==> config.mk <==
export PLATFORM = sky130hd
export DESIGN_NAME = ulpi_phy_emu_flat
export DESIGN_NICKNAME = d
export VERILOG_FILES = /design/src/rtl/ulpi_pkg.sv /design/src/rtl/ulpi_phy_emu_if.sv /design/src/rtl/ulpi_phy_regfile.sv /design/src/rtl/ulpi_phy_emu.sv /design/src/flat_wrapper.sv
export SDC_FILE = /design/constraint.sdc
export NUM_CORES = 1
export LEC_CHECK = 0
export ABC_AREA = 1
export ABC_CLOCK_PERIOD_IN_PS = 1600
export CAP_MARGIN = 20
export CORE_AREA = 5 5 59 74
export DETAILED_ROUTE_END_ITERATION = 10
export DIE_AREA = 0 0 64 79
export PLACE_DENSITY = 0.74
export SLEW_MARGIN = 20
export SYNTH_ARGS = -nofsm -noshare
export SYNTH_HDL_FRONTEND = slang
export SYNTH_HIERARCHICAL = 1
export SYNTH_SLANG_ARGS = --single-unit
==> constraint.sdc <==
create_clock -name clk -period 1.6 [get_ports clk]
set_input_delay 0.24 -clock clk [delete_from_list [all_inputs] [get_ports clk]]
set_output_delay 0.24 -clock clk [all_outputs]
set_load 0.02 [all_outputs]
==> src/rtl/ulpi_pkg.sv <==
// Shared ULPI PHY-emulator definitions: TX command codes, RXCMD layout and FSM states.
package ulpi_pkg;

    typedef enum logic [1:0] {
        CMD_NOOP = 2'b00,
        CMD_TX   = 2'b01,
        CMD_REGW = 2'b10,
        CMD_REGR = 2'b11
    } ulpi_cmd_e;

    localparam int RXCMD_LS_LSB   = 0;
    localparam int RXCMD_VBUS_LSB = 2;
    localparam int RXCMD_EVT_LSB  = 4;

    localparam logic [1:0] VBUS_VALID   = 2'b11;
    localparam logic [1:0] RXEVT_NONE   = 2'b00;
    localparam logic [1:0] RXEVT_ACTIVE = 2'b01;

    typedef enum logic [3:0] {
        RST_HOLD,
        IDLE,
        TX,
        TX_FLUSH,
        REGW_DATA,
        REGW_STP,
        REGR_TURN,
        REGR_DATA,
        RX_START,
        RX_DATA,
        RX_EOP,
        CMD_TURN,
        CMD_SEND
    } phy_state_e;

    function automatic logic [7:0] rxcmd(input logic [1:0] evt, input logic [1:0] ls);
        logic [7:0] r;
        r = 8'h00;
        r[RXCMD_EVT_LSB  +: 2] = evt;
        r[RXCMD_VBUS_LSB +: 2] = VBUS_VALID;
        r[RXCMD_LS_LSB   +: 2] = ls;
        return r;
    endfunction

endpackage

==> src/rtl/ulpi_phy_emu_if.sv <==
// ULPI bus plus USB-side TX/RX AXI-Stream bundle; master = PHY emulator, slave = link/USB side.
interface ulpi_phy_emu_if;

    logic       ulpi_dir;
    logic       ulpi_nxt;
    logic       ulpi_stp;
    logic [7:0] ulpi_data_i;
    logic [7:0] ulpi_data_o;
    logic [1:0] linestate;

    logic [7:0] usb_tx_tdata;
    logic       usb_tx_tlast;
    logic       usb_tx_tvalid;
    logic       usb_tx_tready;

    logic [7:0] usb_rx_tdata;
    logic       usb_rx_tlast;
    logic       usb_rx_tvalid;
    logic       usb_rx_tready;

    modport master (
        output ulpi_dir, ulpi_nxt, ulpi_data_o,
        output usb_tx_tdata, usb_tx_tlast, usb_tx_tvalid, usb_rx_tready,
        input  ulpi_stp, ulpi_data_i, linestate,
        input  usb_tx_tready, usb_rx_tdata, usb_rx_tlast, usb_rx_tvalid
    );

    modport slave (
        input  ulpi_dir, ulpi_nxt, ulpi_data_o,
        input  usb_tx_tdata, usb_tx_tlast, usb_tx_tvalid, usb_rx_tready,
        output ulpi_stp, ulpi_data_i, linestate,
        output usb_tx_tready, usb_rx_tdata, usb_rx_tlast, usb_rx_tvalid
    );

endinterface

==> src/rtl/ulpi_phy_regfile.sv <==
// ULPI register file: one synchronous write port, one async read port; out-of-range reads 00h.
module ulpi_phy_regfile #(
    parameter int DEPTH = 16
) (
    input  logic       clk,
    input  logic       rst,
    input  logic       we,
    input  logic [5:0] waddr,
    input  logic [7:0] wdata,
    input  logic [5:0] raddr,
    output logic [7:0] rdata
);

    localparam int AW = $clog2(DEPTH);

    logic [DEPTH-1:0][7:0] mem;

    always_ff @(posedge clk or posedge rst) begin
        if (rst)
            mem <= '0;
        else if (we && int'(waddr) < DEPTH)
            mem[waddr[AW-1:0]] <= wdata;
    end

    assign rdata = (int'(raddr) < DEPTH) ? mem[raddr[AW-1:0]] : 8'h00;

endmodule

==> src/rtl/ulpi_phy_emu.sv <==
// PHY-side ULPI responder. Define ULPI_PHY_EMU_REGS_EN to back RegWrite/RegRead with real storage;
// otherwise the register handshakes still run with identical timing and reads return 00h.
module ulpi_phy_emu
    import ulpi_pkg::*;
#(
    parameter int REG_DEPTH = 16
) (
    input logic              clk,
    input logic              rst,
    ulpi_phy_emu_if.master   bus
);

    phy_state_e state, state_nx;

    logic [7:0] hold_q, out_data_q;
    logic       out_last_q, out_valid_q;
    logic       dir_q, drop_q;
    logic [1:0] last_ls_q;

    logic       dir, nxt;
    logic [7:0] data_o, reg_rdata;
    logic       room, push, push_last, pid_ld, hold_ld;
    logic       addr_ld, wdata_ld, reg_we, ls_upd, drop_set, rx_take;

    // Output register may take a new byte if empty or draining this cycle.
    assign room = ~out_valid_q | bus.usb_tx_tready;

    always_comb begin
        state_nx  = state;
        dir       = 1'b0;
        nxt       = 1'b0;
        data_o    = 8'h00;
        push      = 1'b0;
        push_last = 1'b0;
        pid_ld    = 1'b0;
        hold_ld   = 1'b0;
        addr_ld   = 1'b0;
        wdata_ld  = 1'b0;
        reg_we    = 1'b0;
        ls_upd    = 1'b0;
        drop_set  = 1'b0;
        rx_take   = 1'b0;
        case (state)
            RST_HOLD: begin
                dir      = 1'b1;
                state_nx = IDLE;
            end
            IDLE: begin
                // dir_q high marks the turnaround cycle after dir fell
                if (!dir_q) begin
                    case (ulpi_cmd_e'(bus.ulpi_data_i[7:6]))
                        CMD_TX: begin
                            nxt = 1'b1; pid_ld = 1'b1; state_nx = TX;
                        end
                        CMD_REGW: begin
                            nxt = 1'b1; addr_ld = 1'b1; state_nx = REGW_DATA;
                        end
                        CMD_REGR: begin
                            nxt = 1'b1; addr_ld = 1'b1; state_nx = REGR_TURN;
                        end
                        default: begin
                            if (bus.usb_rx_tvalid && !drop_q)
                                state_nx = RX_START;
                            else if (bus.linestate != last_ls_q)
                                state_nx = CMD_TURN;
                        end
                    endcase
                end
            end
            TX: begin
                if (bus.ulpi_stp) begin
                    if (room) begin
                        push = 1'b1; push_last = 1'b1; state_nx = IDLE;
                    end else begin
                        state_nx = TX_FLUSH;
                    end
                end else if (room) begin
                    nxt = 1'b1; push = 1'b1; hold_ld = 1'b1;
                end
            end
            TX_FLUSH: begin
                if (room) begin
                    push = 1'b1; push_last = 1'b1; state_nx = IDLE;
                end
            end
            REGW_DATA: begin
                nxt = 1'b1; wdata_ld = 1'b1; state_nx = REGW_STP;
            end
            REGW_STP: begin
                if (bus.ulpi_stp) begin
                    reg_we = 1'b1; state_nx = IDLE;
                end
            end
            REGR_TURN: begin
                dir = 1'b1; state_nx = REGR_DATA;
            end
            REGR_DATA: begin
                dir = 1'b1; data_o = reg_rdata; state_nx = IDLE;
            end
            RX_START: begin
                dir = 1'b1; nxt = 1'b1; state_nx = RX_DATA;
            end
            RX_DATA: begin
                dir = 1'b1;
                if (bus.ulpi_stp) begin
                    data_o = rxcmd(RXEVT_ACTIVE, bus.linestate); ls_upd = 1'b1;
                    drop_set = 1'b1; state_nx = IDLE;
                end else if (bus.usb_rx_tvalid) begin
                    nxt = 1'b1; data_o = bus.usb_rx_tdata; rx_take = 1'b1;
                    if (bus.usb_rx_tlast) state_nx = RX_EOP;
                end else begin
                    data_o = rxcmd(RXEVT_ACTIVE, bus.linestate); ls_upd = 1'b1;
                end
            end
            RX_EOP: begin
                dir = 1'b1; data_o = rxcmd(RXEVT_NONE, bus.linestate); ls_upd = 1'b1;
                state_nx = IDLE;
            end
            CMD_TURN: begin
                dir = 1'b1; state_nx = CMD_SEND;
            end
            CMD_SEND: begin
                dir = 1'b1; data_o = rxcmd(RXEVT_NONE, bus.linestate); ls_upd = 1'b1;
                state_nx = IDLE;
            end
            default: state_nx = IDLE;
        endcase
    end

    always_ff @(posedge clk or posedge rst) begin
        if (rst) begin
            state       <= RST_HOLD;
            dir_q       <= 1'b1;
            hold_q      <= 8'h00;
            out_data_q  <= 8'h00;
            out_last_q  <= 1'b0;
            out_valid_q <= 1'b0;
            last_ls_q   <= 2'b00;
            drop_q      <= 1'b0;
        end else begin
            state <= state_nx;
            dir_q <= dir;
            if (pid_ld)
                hold_q <= {~bus.ulpi_data_i[3:0], bus.ulpi_data_i[3:0]};
            else if (hold_ld)
                hold_q <= bus.ulpi_data_i;
            if (push) begin
                out_data_q  <= hold_q;
                out_last_q  <= push_last;
                out_valid_q <= 1'b1;
            end else if (out_valid_q && bus.usb_tx_tready) begin
                out_valid_q <= 1'b0;
            end
            if (ls_upd)
                last_ls_q <= bus.linestate;
            if (drop_set)
                drop_q <= 1'b1;
            else if (drop_q && bus.usb_rx_tvalid && bus.usb_rx_tlast)
                drop_q <= 1'b0;
        end
    end

`ifdef ULPI_PHY_EMU_REGS_EN
    logic [5:0] addr_q;
    logic [7:0] wdata_q;

    always_ff @(posedge clk or posedge rst) begin
        if (rst) begin
            addr_q  <= 6'd0;
            wdata_q <= 8'h00;
        end else begin
            if (addr_ld)  addr_q  <= bus.ulpi_data_i[5:0];
            if (wdata_ld) wdata_q <= bus.ulpi_data_i;
        end
    end

    ulpi_phy_regfile #(.DEPTH(REG_DEPTH)) u_regs (
        .clk   (clk),
        .rst   (rst),
        .we    (reg_we),
        .waddr (addr_q),
        .wdata (wdata_q),
        .raddr (addr_q),
        .rdata (reg_rdata)
    );
`else
    logic regs_unused;
    assign regs_unused = ^{addr_ld, wdata_ld, reg_we, REG_DEPTH[0]};
    assign reg_rdata   = 8'h00;
`endif

    assign bus.ulpi_dir      = dir;
    assign bus.ulpi_nxt      = nxt;
    assign bus.ulpi_data_o   = data_o;
    assign bus.usb_tx_tdata  = out_data_q;
    assign bus.usb_tx_tlast  = out_last_q;
    assign bus.usb_tx_tvalid = out_valid_q;
    assign bus.usb_rx_tready = rx_take | drop_q;

endmodule

==> src/flat_wrapper.sv <==
// flat-port wrapper written by rule: the top's interface ports become plain ports
module ulpi_phy_emu_flat import ulpi_pkg::*;
#(
    parameter int REG_DEPTH = 16
)
  (clk, rst, bus_ulpi_dir, bus_ulpi_nxt, bus_ulpi_data_o, bus_usb_tx_tdata, bus_usb_tx_tlast, bus_usb_tx_tvalid, bus_usb_rx_tready, bus_ulpi_stp, bus_ulpi_data_i, bus_linestate, bus_usb_tx_tready, bus_usb_rx_tdata, bus_usb_rx_tlast, bus_usb_rx_tvalid);
  ulpi_phy_emu_if bus_i ();
  input logic clk;
  input logic rst;
  output wire logic [$bits(bus_i.ulpi_dir)-1:0] bus_ulpi_dir;
  output wire logic [$bits(bus_i.ulpi_nxt)-1:0] bus_ulpi_nxt;
  output wire logic [$bits(bus_i.ulpi_data_o)-1:0] bus_ulpi_data_o;
  output wire logic [$bits(bus_i.usb_tx_tdata)-1:0] bus_usb_tx_tdata;
  output wire logic [$bits(bus_i.usb_tx_tlast)-1:0] bus_usb_tx_tlast;
  output wire logic [$bits(bus_i.usb_tx_tvalid)-1:0] bus_usb_tx_tvalid;
  output wire logic [$bits(bus_i.usb_rx_tready)-1:0] bus_usb_rx_tready;
  input wire logic [$bits(bus_i.ulpi_stp)-1:0] bus_ulpi_stp;
  input wire logic [$bits(bus_i.ulpi_data_i)-1:0] bus_ulpi_data_i;
  input wire logic [$bits(bus_i.linestate)-1:0] bus_linestate;
  input wire logic [$bits(bus_i.usb_tx_tready)-1:0] bus_usb_tx_tready;
  input wire logic [$bits(bus_i.usb_rx_tdata)-1:0] bus_usb_rx_tdata;
  input wire logic [$bits(bus_i.usb_rx_tlast)-1:0] bus_usb_rx_tlast;
  input wire logic [$bits(bus_i.usb_rx_tvalid)-1:0] bus_usb_rx_tvalid;
  assign bus_ulpi_dir = bus_i.ulpi_dir;
  assign bus_ulpi_nxt = bus_i.ulpi_nxt;
  assign bus_ulpi_data_o = bus_i.ulpi_data_o;
  assign bus_usb_tx_tdata = bus_i.usb_tx_tdata;
  assign bus_usb_tx_tlast = bus_i.usb_tx_tlast;
  assign bus_usb_tx_tvalid = bus_i.usb_tx_tvalid;
  assign bus_usb_rx_tready = bus_i.usb_rx_tready;
  assign bus_i.ulpi_stp = bus_ulpi_stp;
  assign bus_i.ulpi_data_i = bus_ulpi_data_i;
  assign bus_i.linestate = bus_linestate;
  assign bus_i.usb_tx_tready = bus_usb_tx_tready;
  assign bus_i.usb_rx_tdata = bus_usb_rx_tdata;
  assign bus_i.usb_rx_tlast = bus_usb_rx_tlast;
  assign bus_i.usb_rx_tvalid = bus_usb_rx_tvalid;
  ulpi_phy_emu #(.REG_DEPTH(REG_DEPTH)) u_core (.clk(clk), .rst(rst), .bus(bus_i));
endmodule
; Word level (Yosys, flattened, before mapping)
; Cells that the tools add are included.
[totals]
out_inout_bits = 21
reg_bits = 26
[op_classes]
n_mux = 42
n_bitwise = 4
eq_ne = 23
reduce_logical = 15
[op_table]
columns = cell, count
row1 = $mux W4, 9
row2 = $pmux W4 S9, 1
row3 = $mux W8, 4
row4 = $mux W1, 22
row5 = $eq A4 B4 Y1 const B, 5
row6 = $eq A4 B3 Y1 const B, 4
row7 = $pmux W8 S2, 1
row8 = $pmux W4 S3, 1
row9 = $eq A4 B2 Y1 const B, 2
row10 = $reduce_or A8 Y1, 1
row11 = $reduce_and A7 Y1, 1
row12 = $ne A2 B2 Y1 const B, 3
row13 = $ne A3 B3 Y1 const B, 2
row14 = $ne A6 B1 Y1 const B, 1
row15 = $reduce_bool A2 Y1, 3
row16 = $reduce_or A2 Y1, 3
row17 = $eq A2 B2 Y1 const B, 2
row18 = $eq A4 B1 Y1 const B, 1
row19 = $logic_and A1 B1 Y1, 4
row20 = $logic_not A4 Y1, 1
row21 = $not A4 Y4, 1
row22 = $pmux W1 S2, 2
row23 = $pmux W1 S4, 1
row24 = $reduce_or A3 Y1, 1
row25 = 7 further kinds, 8

; Depth between registers and ports, before layout
[logic_depth]
ltp_word = 7
ltp_mapped = 10

; Worst setup path before layout
; No wires, ideal clock.
[synth_path]
path_kind = register -> output
startpoint = register u_core.state[0]
endpoint = output port bus_ulpi_data_o[5]
path_stages_with_launch = 7
path_slack_ps = 47
n_path_buf = 0
required_ps = 1360
t_arrival_ps = 1313
cell_sequence = dfrtp_1 -> inv_1 -> nor2_1 -> nand2_1 -> nor2_1 -> nand2_1 -> nor2_1
[synth_between]
elab_chain_cells = 3
[synth_lines]
columns = element, line_no
row1 = "start, declared", ulpi_phy_emu.sv:13  ; phy_state_e state, state_nx;
row2 = "start signal, assigned", ulpi_phy_emu.sv:141  ; state <= state_nx;
row3 = $eq A4 B4 Y1, ulpi_phy_emu.sv:43  ; case (state)
row4 = $reduce_or A2 Y1 (no line), --
row5 = $pmux W8 S2 *, ulpi_phy_emu.sv:43
row6 = "end, declared", flat_wrapper.sv:12  ; output wire logic [$bits(bus_i.ulpi_data_o)-1:0] bus_ulpi_data_o;
; Every way passes the cells marked *; elsewhere a longest branch is shown, timed or not.

; Final worst setup path
[layout_path]
startpoint = register u_core.state[0]
endpoint = output port bus_ulpi_data_o[0]
; The elaborated chain is that of the path after synthesis.

==> results.txt <==
- Outcome: finished with violations
* Violations in the final reports: setup timing
- For flop-to-flop paths, the worst setup slack is -20 ps.
* CTS clk-pin slew, worst paths: 90 ps
* Area Overhead vs Synth: 67.6%
* Pin count of the biggest net entering global routing: 27
* Instance count of the mapped netlist: 223
* Critical Path End: bus_ulpi_data_o[0]
- For this run, design rule violations remaining after detail routing come to 0.
- The most used flip-flop cell after synthesis is sky130_fd_sc_hd__dfrtp_1.
* Crit path setup slack, layout: -146 ps
* Detail-routed net length per standard cell: 12.7 µm
* Total global-route track usage: 16.0%
- Total chip power: 4.30 mW
- Measured on the finished design, the core utilization comes to 71.2%.
- Setup violations remaining at the end of the flow were counted as 15.
- Actual transition at the worst max-transition pin: 341 ps
- Data on the critical path is required at its endpoint by 1360 ps.
* Number of buffers created by CTS: 3
* Clock power frac: 8.7%
* Synth async-reset ratio: 100%
- Capture instance of the worst register-to-register path: u_core/hold_q[0]$_DFFE_PP0P_
* Path type of the worst setup path: register to primary output
- CTS built an H-tree with a depth of 1.
* Buffer cell driving the clock tree root: sky130_fd_sc_hd__clkbuf_8
* Post-synthesis sequential element count: 26
- For this run, the number of Yosys warnings is 6.
- Across the whole layout, storage elements account for 653 µm².
- The die covers 5060 µm².
- Antenna Violating Nets Remaining: 0
- Cell internal power dissipation: 2.44 mW
- In the post-synthesis netlist, the biggest area contributors are sky130_fd_sc_hd__dfrtp_1 (40%), sky130_fd_sc_hd__nand2_1 (20%), sky130_fd_sc_hd__inv_1 (8.2%), sky130_fd_sc_hd__nor2_1 (5.6%), sky130_fd_sc_hd__nand3_1 (4.8%).
* Biggest area consumer among synthesized cells: sky130_fd_sc_hd__dfrtp_1
- Share of total power consumed by net switching: 43.3%
* Power per standard cell area: 1650 nW/µm²
- Origin of the worst setup path: u_core/state[0]$_DFFE_PP0P_
* Cell with the most instances after synthesis: sky130_fd_sc_hd__nand2_1
- Total leakage power: 1.37 nW
* Net count of the finished layout: 341
- Headroom to the max-slew limit came out at 77.2%.
- The number of global-route vias before repair is 1629.
* Die boundary width: 64 µm
- The clock reaches the later pin of the worst-skew pair after 270 ps.
* Worst endpoint data arrival time: 1510 ps
- The multi-input combinational cells in the finished layout cover a total of 913 µm².
- The count of final max-slew check failures came to 0.
* Number of antenna repair diodes: 0
* Setup WS pre-CTS: -512 ps
* Number of fillers in the final layout: 306
- Number of hold-slack violations in the final timing report: 0
- TritonCTS built the clock tree.
- Along the worst path, the maximum fanout reaches 4.
- VDD sags by at most 1310 µV.
- 45 I/O pins were placed.
* Core area: 3660 µm²
- In this run the critical register-to-register path is launched from u_core/state[0]$_DFFE_PP0P_.
* Commonest cells post-synth: sky130_fd_sc_hd__nand2_1 (81), sky130_fd_sc_hd__inv_1 (34), sky130_fd_sc_hd__dfrtp_1 (25)
- In this run the tool buffered the top-level ports with 44 buffer cells.
- Static timing analysis puts the maximum clock frequency at 573 MHz.
- Die Ht: 79 µm
* Initial drt markers: 62
- Sequential element share of the synthesized area: 41.9%
* Site Rows: 25
* First-pass GRT wire length: 6680 µm
- Starting Density: 42.5%
* Pre-Repair DR Iteration Count: 4
- The number of placed instances, taps included, is 343.
- The share of total power dissipated in combinational logic is 64.8%.
* Cts hold-fix bufs: 0
* RSZ-0062 raised after global routing: yes
- Initial antenna violation count: 0
* Buffer depth of the longest clock path: 2
- Mean instance size in the synthesized netlist: 6.97 µm²
- Between clock sinks in the finished design, the worst skew comes to 6.18 ps.
* Post-detail-place hpwl: 3250 µm
- Post-synth net total: 251
- Sequential cells account for 26.5% of the total power.
- Number of enable flip-flop cells after synthesis: 0
- Total via count in the routed design: 1740
- Switching power total: 1.86 mW
- Global routing finished with a remaining overflow of 0.
- After layout, the worst path uses 109% of the clock period.
* Fraction of post-synthesis cell area in the top cell type by area: 40.2%
- After layout, the minimum clock period comes to 1750 ps.
- After detailed routing, the total wire length is 4480 µm.
- Final Non-Filler Cells: 352
* Number of cells on the worst reg-to-reg path: 11
- Fraction of final layout cells with drive strength greater than 1: 34.0%
- Routability-driven placement congestion ratio: 0.924
- The worst setup path is launched from a register.
- In this run the worst hold path is classified as primary input to async pin.
- Post-synthesis cell type count: 22
* Mean number of vias per cell: 4.94
* Area of the mapped netlist: 1560 µm²
- MaxCap Viol Count: 0
- The worst setup path is captured at a primary output.
- TritonCTS sink count: 26
## final cells by class
type	instances	share of cell area, %
Multi-Input combinational cell	160	35.0
Timing Repair Buffer	87	31.0
Sequential cell	26	25.1
Inverter	35	5.23
Tap cell	40	1.92
Clock buffer	4	1.73
## critical path: stages (launching register included)
cell and delay (ps):
sky130_fd_sc_hd__dfrtp_1 450, sky130_fd_sc_hd__buf_6 160, sky130_fd_sc_hd__nand2_4 90, sky130_fd_sc_hd__nor2_4 50
sky130_fd_sc_hd__a21oi_2 160, sky130_fd_sc_hd__inv_2 80, sky130_fd_sc_hd__nand2_2 70, sky130_fd_sc_hd__nand2_2 50
sky130_fd_sc_hd__buf_6 120
## per-stage QoR
stage	cell area, µm²	TNS, ps	hold WS [ps]
floorplan	1560	0	279
global placement	2320	-5310	453
detailed placement	2320	-5770	457
CTS	2380	-1320	341
global route	2610	-3080	381
finish	2610	-1150	337
## layout by cell type (no fill, tap or decap), types with 2 or more instances in the layout
master                            count
sky130_fd_sc_hd__buf_6               16
sky130_fd_sc_hd__inv_2                5
sky130_fd_sc_hd__dfrtp_1             24
sky130_fd_sc_hd__clkbuf_8             3
sky130_fd_sc_hd__nor2_1              16
sky130_fd_sc_hd__o21ai_1             13
sky130_fd_sc_hd__buf_4               36
sky130_fd_sc_hd__o211ai_1             2
sky130_fd_sc_hd__inv_1               28
sky130_fd_sc_hd__clkdlybuf4s50_1     32
sky130_fd_sc_hd__nand2_2             15
sky130_fd_sc_hd__o21ai_2              2
sky130_fd_sc_hd__nand3_1             11
sky130_fd_sc_hd__nor2_4               8
sky130_fd_sc_hd__nand3_2              4
sky130_fd_sc_hd__ha_1                 4
sky130_fd_sc_hd__nand2_1             64
sky130_fd_sc_hd__o21ai_0              5
sky130_fd_sc_hd__nor2_2               3
sky130_fd_sc_hd__nand4_1              2
sky130_fd_sc_hd__nand2_4              4
sky130_fd_sc_hd__inv_4                2
## timing repair
item	4_1_cts	5_1_grt
setup buffers	1	4
gates resized for setup	69	64
endpoints found under the setup margin	15	22
pin swaps	6	13
## worst min-delay path by stage
stage / depth (start not counted) / end / startpoint / slack, ps
final: 3 / u_core/bus.usb_tx_tdata[4]$_DFFE_PP0P_ / rst / 340
after global routing: 3 / u_core/bus.usb_tx_tdata[3]$_DFFE_PP0P_ / rst / 380
after CTS: 3 / u_core/bus.usb_tx_tdata[1]$_DFFE_PP0P_ / rst / 340
after detailed placement: 2 / u_core/bus.usb_tx_tdata[7]$_DFFE_PP0P_ / u_core/bus.usb_tx_tdata[7]$_DFFE_PP0P_ / 460
after global placement: 2 / u_core/bus.usb_tx_tdata[5]$_DFFE_PP0P_ / u_core/bus.usb_tx_tdata[5]$_DFFE_PP0P_ / 450
after floorplan: 1 / u_core/bus.usb_tx_tdata[0]$_DFFE_PP0P_ / rst / 280
## power groups by stage
| stage | Combinational [mW] | Sequential, mW | Clock, mW |
|---|---|---|---|
| 6_report | 2.78 | 1.14 | 0.375 |
| 5_1_grt | 3.02 | 1.18 | 0.420 |
| 4_1_cts | 2.36 | 1.12 | 0.392 |
| 3_5_place_dp | 2.36 | 1.13 | 0 |
| 3_3_place_gp | 2.32 | 1.11 | 0 |
| 2_1_floorplan | 1.14 | 1.26 | 0 |
## cell families (layout without fill, tap and decap cells)
family	Yosys count	in the layout	share of synthesized area [%]
adder cells (fa/ha/maj)	4	4	3.22
buffers and inverters	37	126	9.65
AND/OR/NAND/NOR	130	130	36.3
AO/OA/AOI/OAI	26	26	8.93
flip-flops	26	26	41.9
## metal layers
metal	routed length (µm)	vias to the layer above	part of all wire (%)	GRT usage, %
met5	0	-	0	0
met4	121	0	2.7	2.49
met3	342	16	7.6	2.40
met2	2420	77	54	32.4
met1	1600	776	36	17.2
li1	-	871	-	-
## state kept, by name, indices dropped and copies added, names as in the netlist
signal	cells
u_core/bus.usb_tx_tdata	8
u_core/bus.usb_tx_tlast	1
u_core/bus.usb_tx_tvalid	1
u_core/dir_q	1
u_core/drop_q	1
u_core/hold_q	8
u_core/last_ls_q	2
u_core/state	4
Note: power is estimated with default switching activity, not from simulation.
